==> src/rtl/ahb_pkg.sv <==
// Shared AHB-Lite endpoint definitions: transfer state encoding, htrans codes,
// register map constants and the slave FSM enum consumed by the decoder.
package ahb_pkg;

  localparam int AHB_ADDR_W = 7;

  typedef enum logic [1:0] {
    ST_IDLE  = 2'b00,
    ST_WRITE = 2'b01,
    ST_READ  = 2'b10,
    ST_ERROR = 2'b11
  } xfer_state_e;

  typedef enum logic [1:0] {
    HTRANS_IDLE   = 2'b00,
    HTRANS_BUSY   = 2'b01,
    HTRANS_NONSEQ = 2'b10,
    HTRANS_SEQ    = 2'b11
  } htrans_e;

  localparam logic [AHB_ADDR_W-1:0] ADDR_STATUS = 7'h40;
  localparam logic [AHB_ADDR_W-1:0] ADDR_ERROR  = 7'h42;
  localparam logic [AHB_ADDR_W-1:0] ADDR_BO     = 7'h44;
  localparam logic [AHB_ADDR_W-1:0] ADDR_EHTS   = 7'h48;

  typedef enum logic [2:0] {
    FSM_IDLE  = 3'd0,
    FSM_WRITE = 3'd1,
    FSM_READ  = 3'd2,
    FSM_ERR1  = 3'd3,
    FSM_ERR2  = 3'd4
  } fsm_e;

  function automatic xfer_state_e fsm_to_state(input fsm_e f);
    xfer_state_e s;
    case (f)
      FSM_WRITE:          s = ST_WRITE;
      FSM_READ:           s = ST_READ;
      FSM_ERR1, FSM_ERR2: s = ST_ERROR;
      default:            s = ST_IDLE;
    endcase
    return s;
  endfunction

  // hsize=3 is never legal, so it maps to zero bytes.
  function automatic logic [2:0] size_bytes(input logic [1:0] hsize);
    logic [2:0] n;
    case (hsize)
      2'd0:    n = 3'd1;
      2'd1:    n = 3'd2;
      2'd2:    n = 3'd4;
      default: n = 3'd0;
    endcase
    return n;
  endfunction

endpackage

==> src/rtl/ahb_access_checker.sv <==
// Combinational legality check of an AHB address phase against the endpoint
// register map; also classifies the target as data buffer or EHTS register.
module ahb_access_checker
  import ahb_pkg::*;
#(
  parameter int                ADDR_W  = 7,
  parameter logic [ADDR_W-1:0] BUF_TOP = 7'h3F
) (
  input  logic [ADDR_W-1:0] haddr,
  input  logic [1:0]        hsize,
  input  logic              hwrite,
  input  logic              buffer_busy,
  output logic              legal,
  output logic              is_buffer,
  output logic              is_ehts
);

  logic in_status;
  logic is_bo;
  logic mapped;
  logic misaligned;
  logic ro_write;
  logic reg_size_bad;
  logic buf_conflict;
  logic size_bad;

  always_comb begin
    is_buffer    = (haddr <= BUF_TOP);
    is_ehts      = (haddr == ADDR_W'(ADDR_EHTS));
    // STATUS and ERROR together occupy 0x40..0x43.
    in_status    = (haddr >= ADDR_W'(ADDR_STATUS)) && (haddr <= ADDR_W'(ADDR_STATUS + 7'd3));
    is_bo        = (haddr == ADDR_W'(ADDR_BO));
    mapped       = is_buffer || in_status || is_bo || is_ehts;

    size_bad     = (hsize == 2'd3);
    misaligned   = ((hsize == 2'd1) && haddr[0]) ||
                   ((hsize == 2'd2) && (haddr[1:0] != 2'b00));
    ro_write     = hwrite && (in_status || is_bo);
    reg_size_bad = (in_status && (hsize == 2'd2)) ||
                   ((is_bo || is_ehts) && (hsize != 2'd0));
    buf_conflict = is_buffer && buffer_busy;

    legal = mapped && !size_bad && !misaligned && !ro_write &&
            !reg_size_bad && !buf_conflict;
  end

endmodule

==> src/rtl/ahb_slave_ctrl.sv <==
// AHB-Lite slave control stage: samples address phases, drives the decoder state,
// hready/hresp (two-cycle ERROR) and registered one-cycle data-phase strobes.
module ahb_slave_ctrl
  import ahb_pkg::*;
#(
  parameter int                ADDR_W  = 7,
  parameter logic [ADDR_W-1:0] BUF_TOP = 7'h3F
) (
  input  logic              clk,
  input  logic              nRst,
  input  logic              hsel,
  input  logic [1:0]        htrans,
  input  logic              hwrite,
  input  logic [ADDR_W-1:0] haddr,
  input  logic [1:0]        hsize,
  input  logic              bufferBusy,
  output logic [1:0]        state,
  output logic              hready,
  output logic              hresp,
  output logic              txWrite,
  output logic              rxRead,
  output logic              ehtsWrite,
  output logic [2:0]        bufBytes
);

  logic legal;
  logic is_buffer;
  logic is_ehts;
  logic accept;

  fsm_e        fsm_q,        fsm_d;
  xfer_state_e state_q,      state_d;
  logic        hready_q,     hready_d;
  logic        hresp_q,      hresp_d;
  logic        tx_write_q,   tx_write_d;
  logic        rx_read_q,    rx_read_d;
  logic        ehts_write_q, ehts_write_d;
  logic [2:0]  buf_bytes_q,  buf_bytes_d;

  ahb_access_checker #(
    .ADDR_W  (ADDR_W),
    .BUF_TOP (BUF_TOP)
  ) u_checker (
    .haddr       (haddr),
    .hsize       (hsize),
    .hwrite      (hwrite),
    .buffer_busy (bufferBusy),
    .legal       (legal),
    .is_buffer   (is_buffer),
    .is_ehts     (is_ehts)
  );

  // hready_q is low only in ERR1, which is what blocks sampling there.
  assign accept = hsel && hready_q &&
                  ((htrans == HTRANS_NONSEQ) || (htrans == HTRANS_SEQ));

  always_comb begin
    fsm_d = FSM_IDLE;
    if (fsm_q == FSM_ERR1) begin
      fsm_d = FSM_ERR2;
    end else if (accept) begin
      if (!legal)      fsm_d = FSM_ERR1;
      else if (hwrite) fsm_d = FSM_WRITE;
      else             fsm_d = FSM_READ;
    end

    state_d      = fsm_to_state(fsm_d);
    hready_d     = (fsm_d != FSM_ERR1);
    hresp_d      = (fsm_d == FSM_ERR1) || (fsm_d == FSM_ERR2);
    tx_write_d   = (fsm_d == FSM_WRITE) && is_buffer;
    rx_read_d    = (fsm_d == FSM_READ) && is_buffer;
    ehts_write_d = (fsm_d == FSM_WRITE) && is_ehts;
    buf_bytes_d  = (tx_write_d || rx_read_d) ? size_bytes(hsize) : 3'd0;
  end

  always_ff @(posedge clk or negedge nRst) begin
    if (!nRst) begin
      fsm_q        <= FSM_IDLE;
      state_q      <= ST_IDLE;
      hready_q     <= 1'b1;
      hresp_q      <= 1'b0;
      tx_write_q   <= 1'b0;
      rx_read_q    <= 1'b0;
      ehts_write_q <= 1'b0;
      buf_bytes_q  <= 3'd0;
    end else begin
      fsm_q        <= fsm_d;
      state_q      <= state_d;
      hready_q     <= hready_d;
      hresp_q      <= hresp_d;
      tx_write_q   <= tx_write_d;
      rx_read_q    <= rx_read_d;
      ehts_write_q <= ehts_write_d;
      buf_bytes_q  <= buf_bytes_d;
    end
  end

  assign state     = state_q;
  assign hready    = hready_q;
  assign hresp     = hresp_q;
  assign txWrite   = tx_write_q;
  assign rxRead    = rx_read_q;
  assign ehtsWrite = ehts_write_q;
  assign bufBytes  = buf_bytes_q;

endmodule

==> config.mk <==
export PLATFORM = sky130hd
export DESIGN_NAME = ahb_slave_ctrl
export DESIGN_NICKNAME = d
export VERILOG_FILES = /design/src/rtl/ahb_pkg.sv /design/src/rtl/ahb_access_checker.sv /design/src/rtl/ahb_slave_ctrl.sv
export SDC_FILE = /design/constraint.sdc
export NUM_CORES = 1
export LEC_CHECK = 0
export CORE_UTILIZATION = 39
export CTS_CLUSTER_SIZE = 20
export DETAILED_ROUTE_END_ITERATION = 16
export PLACE_DENSITY = 0.84
export SYNTH_ARGS = -nofsm -noshare
export SYNTH_HDL_FRONTEND = slang
export SYNTH_SLANG_ARGS = --single-unit
export TNS_END_PERCENT = 20
==> constraint.sdc <==
create_clock -name clk -period 1.65 [get_ports clk]
set_input_delay 0.2475 -clock clk [delete_from_list [all_inputs] [get_ports clk]]
set_output_delay 0.2475 -clock clk [all_outputs]
set_load 0.05 [all_outputs]
==> key figures <==
Setup path
  – Worst EP required: 1.85 ns
  – Kind of critical path: in -> reg
  – CP Max Fanout: 7
  – R2R cell count: 3
  – Crit end category: register
  – Crit-path cells: clkdlybuf4s50_1 > nor4_2 > nor2b_1 > a2111oi_4 > buf_4 > or2_1
  – Worst path max stage delay: 0.47 ns
  – WP depth: 6
  – Delay-heaviest family, CP: simple AND/OR/NAND/NOR gates
  – Startpoint Class: input pin
  – Reg2reg start: hready
  – CP Launch Point: haddr[4]
  – Crit path buffers/inverters: 2
  – Crit-path slowest cell: clkdlybuf4s50_1
  – Worst Path Arrival: around 1.8 ns

Floorplan
  – Starting density of the core: approximately 44%
  – Core area: 1350 um^2
  – Die area: 1670 um^2
  – Chip width: 40.9 um
  – # rows: 13
  – Die extent in y: approximately 41 um
  – Ports: 26

Clocking
  – CTS buffer count: 3
  – Clk_lat worst skew: approximately 0.27 ns
  – Post-CTS Setup Bufs: 0
  – Clk slew on worst S/H paths: ~0.08 ns
  – Clock tree root buffer cell: clkbuf_4
  – Post-CTS Resized: 0
  – TritonCTS clock tree: yes
  – Clock sinks: 13
  – H-tree depth: 1
  – CTS Buffer Depth: 2
  – Hold buffer count at cts: 0

STA
  – Fin. max-slew vios: 0
  – Worst slew margin: between 60% and 70%
  – Endpoints failing setup: 0
  – Unrepaired setup endpoints after global routing: yes
  – Max Fclk: approximately 0.63 GHz
  – Final hold vios: 0
  – Slew @ Worst Pin: about 0.54 ns
  – Setup Skew: approximately 0.0053 ns
  – Fin crit period: between 1.5 and 2 ns
  – Final worst-path cycle share: between 90 and 100%

Global route
  – Total GRT Usage: between 10% and 20%
  – GRT busiest layer: met2
  – Met1 Usage GRT: roughly 19%
  – Met2 usage: between 20 and 30%
  – Met3 usage: 6.52%
  – Number of global-route vias before repair: around 450
  – Global-route wire length before repair: about 1.8 mm
  – GRT overflow: 0
  – Largest net degree at the start of global routing: 14
  – Initial antenna violation count: 0

Detailed routing
  – DR iter-0 viols: 1
  – Final wirelength: around 1.1 mm
  – Vias: around 490
  – Vias/cell: roughly 5.1
  – Residual DRC: 0
  – Post-DRT Antenna Nets: 0
  – Initial DRT Pass Iterations: 2
  – Routed wire per std cell: between 10 and 15 um

Cells and area
  – NumNets Final: 97
  – Final core occ: between 70% and 80%
  – Area Overhead vs Synth: 61.6%
  – Fill cell count: 100
  – Cell area after layout: approximately 950 um^2
  – Layout cells sized above 1: between 40% and 50%
  – # diodes: 0

Power
  – PwrDens: 724 nW/um^2
  – Worst vdd ir: approximately 0.00037 V
  – Total power: a little under 0.0007 W
  – Leakage: roughly 0.43 nW

Synthesis
  – Register area share after synthesis: between 50 and 60%
  – Synthesized area per cell: roughly 13 um^2
  – Flops & latches, synth: 13
  – Mapped Nets: 61
  – Yosys cell types: 26
  – Mapped Area: 589 um^2
  – Ys Warns: 0
  – Gate Count Post-Synth: 45

Placement
  – Detailed Place HPWL: about 930 um
  – DP Area: between 800 and 900 um^2
  – I/O Buffers: 24
  – GPL Wtd Cong: about 0.75

Status
  – Status: finished, final reports clean

Min path
  – Hold WC Path Type: in -> async

Flow run
  – Max-Cap Viols: 0
[power by group]
part,switching (W),internal [W],total (W)
registers,0.00000628,0.000332,0.000338
clock network,0.0000951,0.0000936,0.000189
logic,0.0000860,0.0000765,0.000163
[registers in the layout, indices dropped and copies added, names as in the netlist]
| signal | flops |
|---|---|
| hready | 1 |
| rxRead | 1 |
| txWrite | 1 |
| ehtsWrite | 1 |
| bufBytes | 3 |
| hresp | 1 |
| fsm_q | 3 |
| state | 2 |
[per-stage QoR]
stage | setup TNS (ns) | hold slack [ns] | setup WS, ns | cells
after floorplan | -0.00276 | -0.0481 | -0.00276 | 45
after global placement | -2.35 | 0.596 | -0.247 | 91
after detailed placement | -2.36 | 0.622 | -0.248 | 91
after CTS | 0 | 0.341 | 0.0413 | 95
after global routing | -0.0314 | 0.359 | -0.0181 | 95
final | 0 | 0.325 | 0.0560 | 95
[cell families (layout without fill, tap and decap cells)]
family                    count (synthesis)  count (layout)  share of synthesized area (%)
xor gates and xnor gates                  1               1                           1.49
muxes                                     1               1                           1.70
AOI/OAI and AO/OA                        11              11                           17.8
and+or+nand+nor                          16              16                           21.7
DFF                                      13              13                           55.4
buffers and inverters                     3              38                           1.91
[layer usage]
metal,vias to the layer above,part of all wire (%)
met5,-,0
met4,0,1.7
met3,2,5.6
met2,17,51
met1,226,41
li1,243,-
[placed cells by master (no fill, tap or decap)]
master,Yosys,layout
dfrtp_1,12,12
a31oi_1,3,3
clkbuf_1,0,1
nor3_2,0,2
o2111a_2,0,1
dlymetal6s2s_1,0,1
dfstp_2,1,1
clkbuf_4,0,3
a21oi_2,1,1
nor2b_1,1,1
nor3b_2,2,2
a2111oi_4,1,1
nand2_1,1,1
nand3b_2,1,1
nor2_1,2,2
inv_1,2,2
nand4_4,0,1
nor4_4,0,1
or4_4,1,1
mux2i_1,1,1
xor2_1,1,1
nor4b_1,1,1
nor4_2,1,1
buf_4,0,16
a221oi_1,1,1
inv_2,1,1
buf_12,0,1
clkdlybuf4s50_1,0,13
or2_1,1,1
o2bb2ai_2,1,1
and3_1,1,1
a21oi_1,3,3
[path summary, 6_finish.rpt]
| path | to | slack, ns |
|---|---|---|
| max in group asynchronous | hready | 0.96 |
| worst max-delay path | hready | 0.06 |
| worst min-delay path | fsm_q[2] | 0.32 |
| worst min register to register | fsm_q[2] | 0.64 |
| min in group clk | ehtsWrite | 0.55 |
| worst max register to register | bufBytes[2] | 0.13 |
[area by class of cell]
class | count | area, um^2 | area share [%]
Multi-Input combinational cell | 29 | 287 | 30.1
Clock buffer | 4 | 26.3 | 2.76
Sequential cell | 13 | 327 | 34.3
Tap cell | 15 | 18.8 | 1.97
Timing Repair Buffer | 31 | 283 | 29.7
Inverter | 3 | 11.3 | 1.18
[synthesized netlist by cell type]
cell | instances | share of area (%)
dfrtp_1 | 12 | 51
a21oi_1 | 3 | 2.5
a31oi_1 | 3 | 3.2
inv_1 | 2 | 1.3
nor2_1 | 2 | 1.3
nor3_1 | 2 | 1.7
nor3b_2 | 2 | 4.2
a2111oi_4 | 1 | 4.7
a21oi_2 | 1 | 1.5
a221oi_1 | 1 | 1.5
and3_1 | 1 | 1.1
dfstp_2 | 1 | 4.5
inv_2 | 1 | 0.64
mux2i_1 | 1 | 1.7
nand2_1 | 1 | 0.64
nand3b_2 | 1 | 1.9
nand4_2 | 1 | 2.1
nor2b_1 | 1 | 1.1
nor4_1 | 1 | 1.1
nor4_2 | 1 | 2.1
nor4b_1 | 1 | 1.5
o2111a_1 | 1 | 1.9
o2bb2ai_2 | 1 | 2.5
or2_1 | 1 | 1.1
or4_4 | 1 | 1.9
xor2_1 | 1 | 1.5
No activity file was read; power rests on OpenSTA's default activity.
